File: src/rtl/gb_defs.sv
// Shared LR35902 definitions: OAM DMA constants, states and page helpers.
package gb_defs;

    localparam int          DMA_LEN      = 160;
    localparam int          M_CYCLE      = 4;
    localparam logic [7:0]  REG_DMA      = 8'h46;
    localparam logic [15:0] OAM_BASE     = 16'hFE00;
    localparam logic [7:0]  PAGE_VRAM_LO = 8'h80;
    localparam logic [7:0]  PAGE_VRAM_HI = 8'h9F;
    localparam logic [7:0]  PAGE_ECHO    = 8'hE0;

    typedef enum logic [1:0] {
        DMA_IDLE,
        DMA_START,
        DMA_XFER
    } dma_state_e;

    // E0..FF alias the echo of work RAM at C0..DF
    function automatic logic [7:0] dma_src_page(input logic [7:0] p);
        return (p >= PAGE_ECHO) ? p - 8'h20 : p;
    endfunction

    function automatic logic is_vram_page(input logic [7:0] p);
        return (p >= PAGE_VRAM_LO) && (p <= PAGE_VRAM_HI);
    endfunction

endpackage

File: src/rtl/lr35902_oam_dma.sv
// OAM DMA controller (FF46): copies LEN bytes from page P to OAM.
// Outputs are registered one clock behind the internal state/sub/idx counters.
module lr35902_oam_dma
    import gb_defs::*;
#(
    parameter int LEN  = DMA_LEN,
    parameter int TCYC = M_CYCLE
) (
    input  logic        clk,
    input  logic        reset,
    input  logic        reg_write,
    input  logic [7:0]  reg_din,
    output logic [7:0]  reg_dout,
    input  logic [7:0]  din,
    output logic [15:0] adr_rd,
    output logic        rd,
    output logic [7:0]  adr_wr,
    output logic [7:0]  dout,
    output logic        wr,
    output logic        active,
    output logic        drvext
);

    localparam logic [1:0] SUB_LAST = 2'(TCYC - 1);
    localparam logic [7:0] IDX_LAST = 8'(LEN - 1);

    dma_state_e state;
    logic [1:0] sub;
    logic [7:0] idx;
    logic [7:0] src_q;

    logic in_xfer;
    logic last_sub;

    assign in_xfer  = (state == DMA_XFER);
    assign last_sub = (sub == SUB_LAST);

    always_ff @(posedge clk) begin
        if (reset) begin
            state    <= DMA_IDLE;
            sub      <= 2'd0;
            idx      <= 8'd0;
            src_q    <= 8'd0;
            reg_dout <= 8'd0;
            adr_rd   <= 16'd0;
            adr_wr   <= 8'd0;
            dout     <= 8'd0;
            rd       <= 1'b0;
            wr       <= 1'b0;
            active   <= 1'b0;
            drvext   <= 1'b0;
        end else begin
            active <= in_xfer;
            rd     <= in_xfer;
            drvext <= in_xfer && !is_vram_page(src_q);
            wr     <= in_xfer && last_sub;
            if (in_xfer) begin
                adr_rd <= {src_q, idx};
                adr_wr <= idx;
            end
            // din answers the address presented since this byte's first clock
            if (in_xfer && last_sub)
                dout <= din;

            if (reg_write) begin
                src_q    <= dma_src_page(reg_din);
                reg_dout <= reg_din;
                sub      <= 2'd0;
                idx      <= 8'd0;
                state    <= DMA_START;
            end else begin
                unique case (state)
                    DMA_IDLE: begin
                        sub <= 2'd0;
                        idx <= 8'd0;
                    end
                    DMA_START: begin
                        sub <= sub + 2'd1;
                        if (last_sub) begin
                            sub   <= 2'd0;
                            idx   <= 8'd0;
                            state <= DMA_XFER;
                        end
                    end
                    DMA_XFER: begin
                        sub <= sub + 2'd1;
                        if (last_sub) begin
                            sub <= 2'd0;
                            if (idx == IDX_LAST) begin
                                idx   <= 8'd0;
                                state <= DMA_IDLE;
                            end else begin
                                idx <= idx + 8'd1;
                            end
                        end
                    end
                    default: state <= DMA_IDLE;
                endcase
            end
        end
    end

endmodule

File: config.mk
export PLATFORM = sky130hd
export DESIGN_NAME = lr35902_oam_dma
export DESIGN_NICKNAME = d
export VERILOG_FILES = /design/src/rtl/gb_defs.sv /design/src/rtl/lr35902_oam_dma.sv
export SDC_FILE = /design/constraint.sdc
export NUM_CORES = 1
export LEC_CHECK = 0
export CORE_UTILIZATION = 43
export CTS_CLUSTER_DIAMETER = 100
export DETAILED_ROUTE_END_ITERATION = 8
export PLACE_DENSITY = 0.74
export SLEW_MARGIN = 20
export SYNTH_ARGS = -nofsm -noshare
export SYNTH_HDL_FRONTEND = slang
export SYNTH_SLANG_ARGS = --single-unit
File: constraint.sdc
create_clock -name clk -period 2.2 [get_ports clk]
set_clock_uncertainty 0.2 [all_clocks]
set_input_delay 0.44 -clock clk [delete_from_list [all_inputs] [get_ports clk]]
set_output_delay 0.44 -clock clk [all_outputs]
set_load 0.02 [all_outputs]
* After elaboration in Yosys (flattened, before gate mapping)
Index checks and enable logic that the tools add are counted.
** Storage, ports and cells
- Register bits after elaboration :: 63
- Bits of input ports :: 19
- Word-level logic and storage cells :: 54
** Cells by class
- Add/subtract/negate cells :: 3
- Magnitude comparators :: 3
- Eq/ne operators :: 11
- Mux-type cells :: 12
- Bitwise gates (word level) :: 1
- Reductions and logical operators :: 12
** Operators with widths (count)
- $mux W8 :: 4
- $pmux W8 S3 :: 1
- $ge A8 B8 Y1 const B :: 2
- $add A8 B1 Y8 const B :: 1
- $eq A8 B8 Y1 const B :: 1
- $le A8 B8 Y1 const B :: 1
- $mux W2 :: 4
- $reduce_and A4 Y1 :: 2
- $sub A8 B6 Y8 const B :: 1
- $ne A3 B2 Y1 const B :: 2
- $pmux W2 S3 :: 1
- $eq A2 B2 Y1 const B :: 2
- $ne A2 B1 Y1 const B :: 2
- $ne A2 B2 Y1 const B :: 2
- $pmux W2 S2 :: 1
- $reduce_or A2 Y1 :: 2
- $logic_and A1 B1 Y1 :: 3
- $ne A3 B3 Y1 const B :: 1
- $reduce_and A3 Y1 :: 1
- $reduce_bool A3 Y1 :: 1
- $add A2 B1 Y2 const B :: 1
- $eq A2 B1 Y1 const B :: 1
- $logic_not A2 Y1 :: 1
- $reduce_bool A2 Y1 :: 1
- other kinds (3) :: 3

* Depth between registers and ports, before layout
Gate-level depths: netlist (run 1).
- Depth after elaboration :: 5
- Gate-level depth with buffers :: 6
- Depth with buffers taken out :: 6

* Worst setup path before layout (run 1)
No wires, ideal clock.
- Path type :: reg2reg
- From :: reg state[0]
- To :: reg idx[0]
- Library setup time :: 70 ps
- Data arrival time :: 1640 ps
- Data required time :: 1930 ps
- Path slack :: 290 ps
- Stages on the path, launching flop included :: 7
- Path buffers :: 0
- Clock period less this slack :: 1910 ps
- Cell sequence :: dfxtp_1 inv_1 ha_1 o21ba_2 or2_2 or3_1 a21oi_1
** Between the ends
- Word-level cells in the longest chain between the ends :: 3
** RTL lines
- start: declaration :: RTL line lr35902_oam_dma.sv:27 : dma_state_e state;
- start signal: assignment :: RTL line lr35902_oam_dma.sv:40 : state <= DMA_IDLE;
- start signal: assignment :: RTL line lr35902_oam_dma.sv:70 : state <= DMA_START;
- start signal: assignment :: RTL line lr35902_oam_dma.sv:82 : state <= DMA_XFER;
- $eq A2 B2 Y1 (*)
- named net in_xfer :: RTL line lr35902_oam_dma.sv:32 : logic in_xfer;
- $ne A2 B1 Y1 (no line) / $reduce_bool A3 Y1 (equally long branches)
- $reduce_and A3 Y1 (no line)
- end signal: assignment :: RTL line lr35902_oam_dma.sv:93 : idx <= idx + 8'd1;
- end: declaration :: RTL line lr35902_oam_dma.sv:29 : logic [7:0] idx;
The timed path passes the listed nets; every way through them passes the cells marked *.
A chain may end at the register's enable or synchronous reset.

* Worst setup path in the final report (run 1)
Ends and elaborated chain as after synthesis.

==> impl_results.rst, run 1 <==
.. list-table::
   :header-rows: 1

   * - Metric
     - Value
   * - DRC violation count after routing
     - 0
   * - Clock transition time at the flip-flop clock pins of the worst setup and hold paths
     - 0.08 ns
   * - Post-layout net count
     - 305
   * - Maximum fanout encountered on the critical timing path
     - 7
   * - Power density over cell area
     - 616 nW/um2
   * - CTS root buf
     - sky130_fd_sc_hd__clkbuf_8
   * - Filler cell count
     - 419
   * - Placement row count
     - 25
   * - Growth of design area from synthesis to finish
     - 32.7%
   * - Post-CTS Setup Repair Bufs
     - 0
   * - # port buffers
     - 62
   * - Fmax
     - 0.495 GHz
   * - Sequential share of the synthesized area
     - 47.7%
   * - Number of buffers added to fix hold violations after cts
     - 0
   * - Final count of pins violating max slew
     - 0
   * - Leakage dissipation
     - 1.00 nW
   * - Worst min path class
     - reg2reg
   * - Routed wire length
     - 4080 um
   * - H-tree depth
     - 2
   * - Ratio of cells with drive above 1 in the final layout
     - 5.40%
   * - Type of element launching the critical path
     - flop
   * - 1st-iter DRT viols
     - 125
   * - Drt wl/cell
     - 12.3 um
   * - Clock latency at the later pin of the worst-skew pair
     - 0.29 ns
   * - Antenna diodes
     - 0
   * - Warning count from the yosys run
     - 0
   * - Maximum buffer depth of the clock tree
     - 2
   * - Clock tree from TritonCTS
     - yes
   * - Placer's final routability congestion estimate
     - 0.778
   * - Aggregate negative setup slack
     - 0 ns
   * - Routed vias/inst
     - 4.95
   * - Number of setup violations in the final report
     - 0
   * - Full die area
     - 5160 um2
   * - Distinct cell type count after synthesis
     - 30
   * - Starting utilization of the core area
     - 44.7%
   * - Wire length of the first global-routing pass
     - about 6500 um
   * - Detail Placement HPWL
     - around 2900 um
   * - Number of clock sinks
     - 50
   * - Total CTS buffers
     - 5
   * - Final period demand of the worst path
     - 2.02 ns
   * - Top-level port count
     - 63
   * - Outcome
     - completed
   * - Per-instance average area after synthesis
     - 9.16 um2
   * - Post-route ant nets
     - 0
   * - Antenna violations before repair
     - 0
   * - Congestion Overflow GR
     - 0
   * - Resized Gates After CTS
     - 0
   * - Fin util
     - 59.3%
   * - Final cycle utilization of the critical path
     - between 90% and 100%
   * - Floorplan die width
     - 71.8 um
   * - Setup Crit Path Kind
     - reg2reg
   * - Maximum number of pins on one net before global-route repair
     - 38
   * - All-Layer GR Usage
     - 16.3%
   * - Actual transition at the worst max-transition pin
     - 0.410 ns
   * - Summed area of non-filler cells in the final layout
     - 2780 um2
   * - Tightest hold margin
     - approximately 0.25 ns
   * - IR drop worst, VDD
     - roughly 0.42 mV
   * - Via count of the first global-routing pass
     - between 1000 and 1500
   * - Worst Setup End Kind
     - flop
   * - Floorplan core area
     - 4690 um2
   * - Height of the die
     - 71.8 um
   * - Count of vias placed by the detailed router
     - about 1600
   * - Unrepaired setup endpoints after global routing
     - no
   * - Area of placed instances
     - 2670 um2
   * - Cell count after synthesis
     - 229
   * - Max-slew headroom
     - around 73%
   * - Required time reported for the critical path endpoint
     - roughly 2.2 ns
   * - Reported max-cap violation count
     - 0
   * - Post-synthesis net count
     - 256
   * - Syn Std Cell Area
     - 2100 um2
   * - Length of the first detailed-routing pass in iterations
     - 4
   * - Hold Vio Cnt, Final
     - 0
   * - R2r setup slk
     - 0.18 ns
   * - Critical Path AT
     - 2.05 ns
   * - Flops & latches, synth
     - 50
## critical path: stages, from the launching register on
cell and delay, ns:
sky130_fd_sc_hd__dfxtp_1 0.41, sky130_fd_sc_hd__inv_1 0.09, sky130_fd_sc_hd__ha_1 0.22, sky130_fd_sc_hd__o21ba_2 0.26, sky130_fd_sc_hd__or2_2 0.31, sky130_fd_sc_hd__or3_1 0.35, sky130_fd_sc_hd__a21oi_1 0.12
## power breakdown
| part | switching (mW) | internal (mW) | total [mW] |
|---|---|---|---|
| clock network | 0.278 | 0.364 | 0.642 |
| logic | 0.0677 | 0.0740 | 0.142 |
| registers | 0.0114 | 0.919 | 0.931 |
## cell families after synthesis
logic type | count (synthesis) | share of synthesized area (%)
simple gates | 86 | 19.0
flops | 50 | 47.7
buf+inv | 30 | 8.00
compound gates | 26 | 6.92
mux | 24 | 11.5
fa+ha+maj | 8 | 4.77
xor+xnor | 5 | 2.09
## through the flow
| step | worst slack (ns) | std cells | power (mW) |
|---|---|---|---|
| finish | 0.180 | 332 | 1.71 |
| global route | 0.0923 | 332 | 1.79 |
| CTS | 0.181 | 332 | 1.74 |
| detailed placement | 0.193 | 325 | 1.09 |
| global placement | 0.265 | 325 | 1.09 |
| floorplan | 0.290 | 229 | 1.03 |
## routing by layer
metal  share of wire [%]  vias up  track usage, %
li1                    -      850               -
met1                  45      752            18.8
met2                  49       33            28.0
met3                 3.9        9            4.22
met4                 2.4        0            7.84
met5                   0        -               0
## layout by cell type, fill, tap and decap left out, drive strengths merged, types with 5 or more instances in the layout
master          n
clkbuf          6
dfxtp          50
xnor2           5
nand2          18
clkdlybuf4s50  62
inv             6
ha              8
a21oi          18
nand3          17
nor2           35
mux2i          24
## worst paths after layout
check        depth (start not counted)      from  endpoint
max                                  6  state[0]    idx[0]
min                                  2   dout[7]   dout[7]
max reg2reg                          6  state[0]    idx[0]
min reg2reg                          2   dout[7]   dout[7]
## flip-flops by register name, indices dropped and copies added (netlist names)
signal	count
adr_rd	16
dout	8
sub	2
active	1
drvext	1
wr	1
state	2
reg_dout	8
idx	8
src_q	3
## cell usage after synthesis (all sizes together)
cell	instances	area, um2
nand2	18	67.6
nor3	1	5.00
or3b	1	8.76
and2	2	12.5
o21ai	4	20.0
a21o	1	7.51
nor3b	1	7.51
nor4	2	12.5
a21boi	1	7.51
ha	8	100
or3	1	6.26
xnor2	5	43.8
clkbuf	5	18.8
nand4	1	6.26
a21oi	18	90.1
o32a	1	10.0
or2	2	12.5
o21ba	1	10.0
and2b	1	8.76
buf	19	126
nor2	35	131
nor4b	2	17.5
inv	6	22.5
dfxtp	50	1000
nor2b	1	6.26
nand3	17	85.1
nand4bb	1	11.3
mux2i	24	240
## final cells by class
type	instances	area, um2	share of cell area (%)
Clock buffer	6	82.6	2.97
Sequential cell	50	1000	36.0
Tap cell	54	67.6	2.43
Multi-Input combinational cell	149	928	33.4
Timing Repair Buffer	66	651	23.4
Clock inverter	1	30.0	1.08
Inverter	6	22.5	0.809
(Power assumes the default switching activity.)
==> run 2, diff against run 1 <==
- SKIP_CTS_REPAIR_TIMING: unset -> 1
==> results of run 2 <==
Same layout as run 1: the final DEF is identical, and so are final timing and power.
==> run 3, diff against run 2 <==
- CTS_CLUSTER_DIAMETER: 100 -> unset
==> results of run 3 <==
Same layout as run 1: the final DEF is identical, and so are final timing and power.
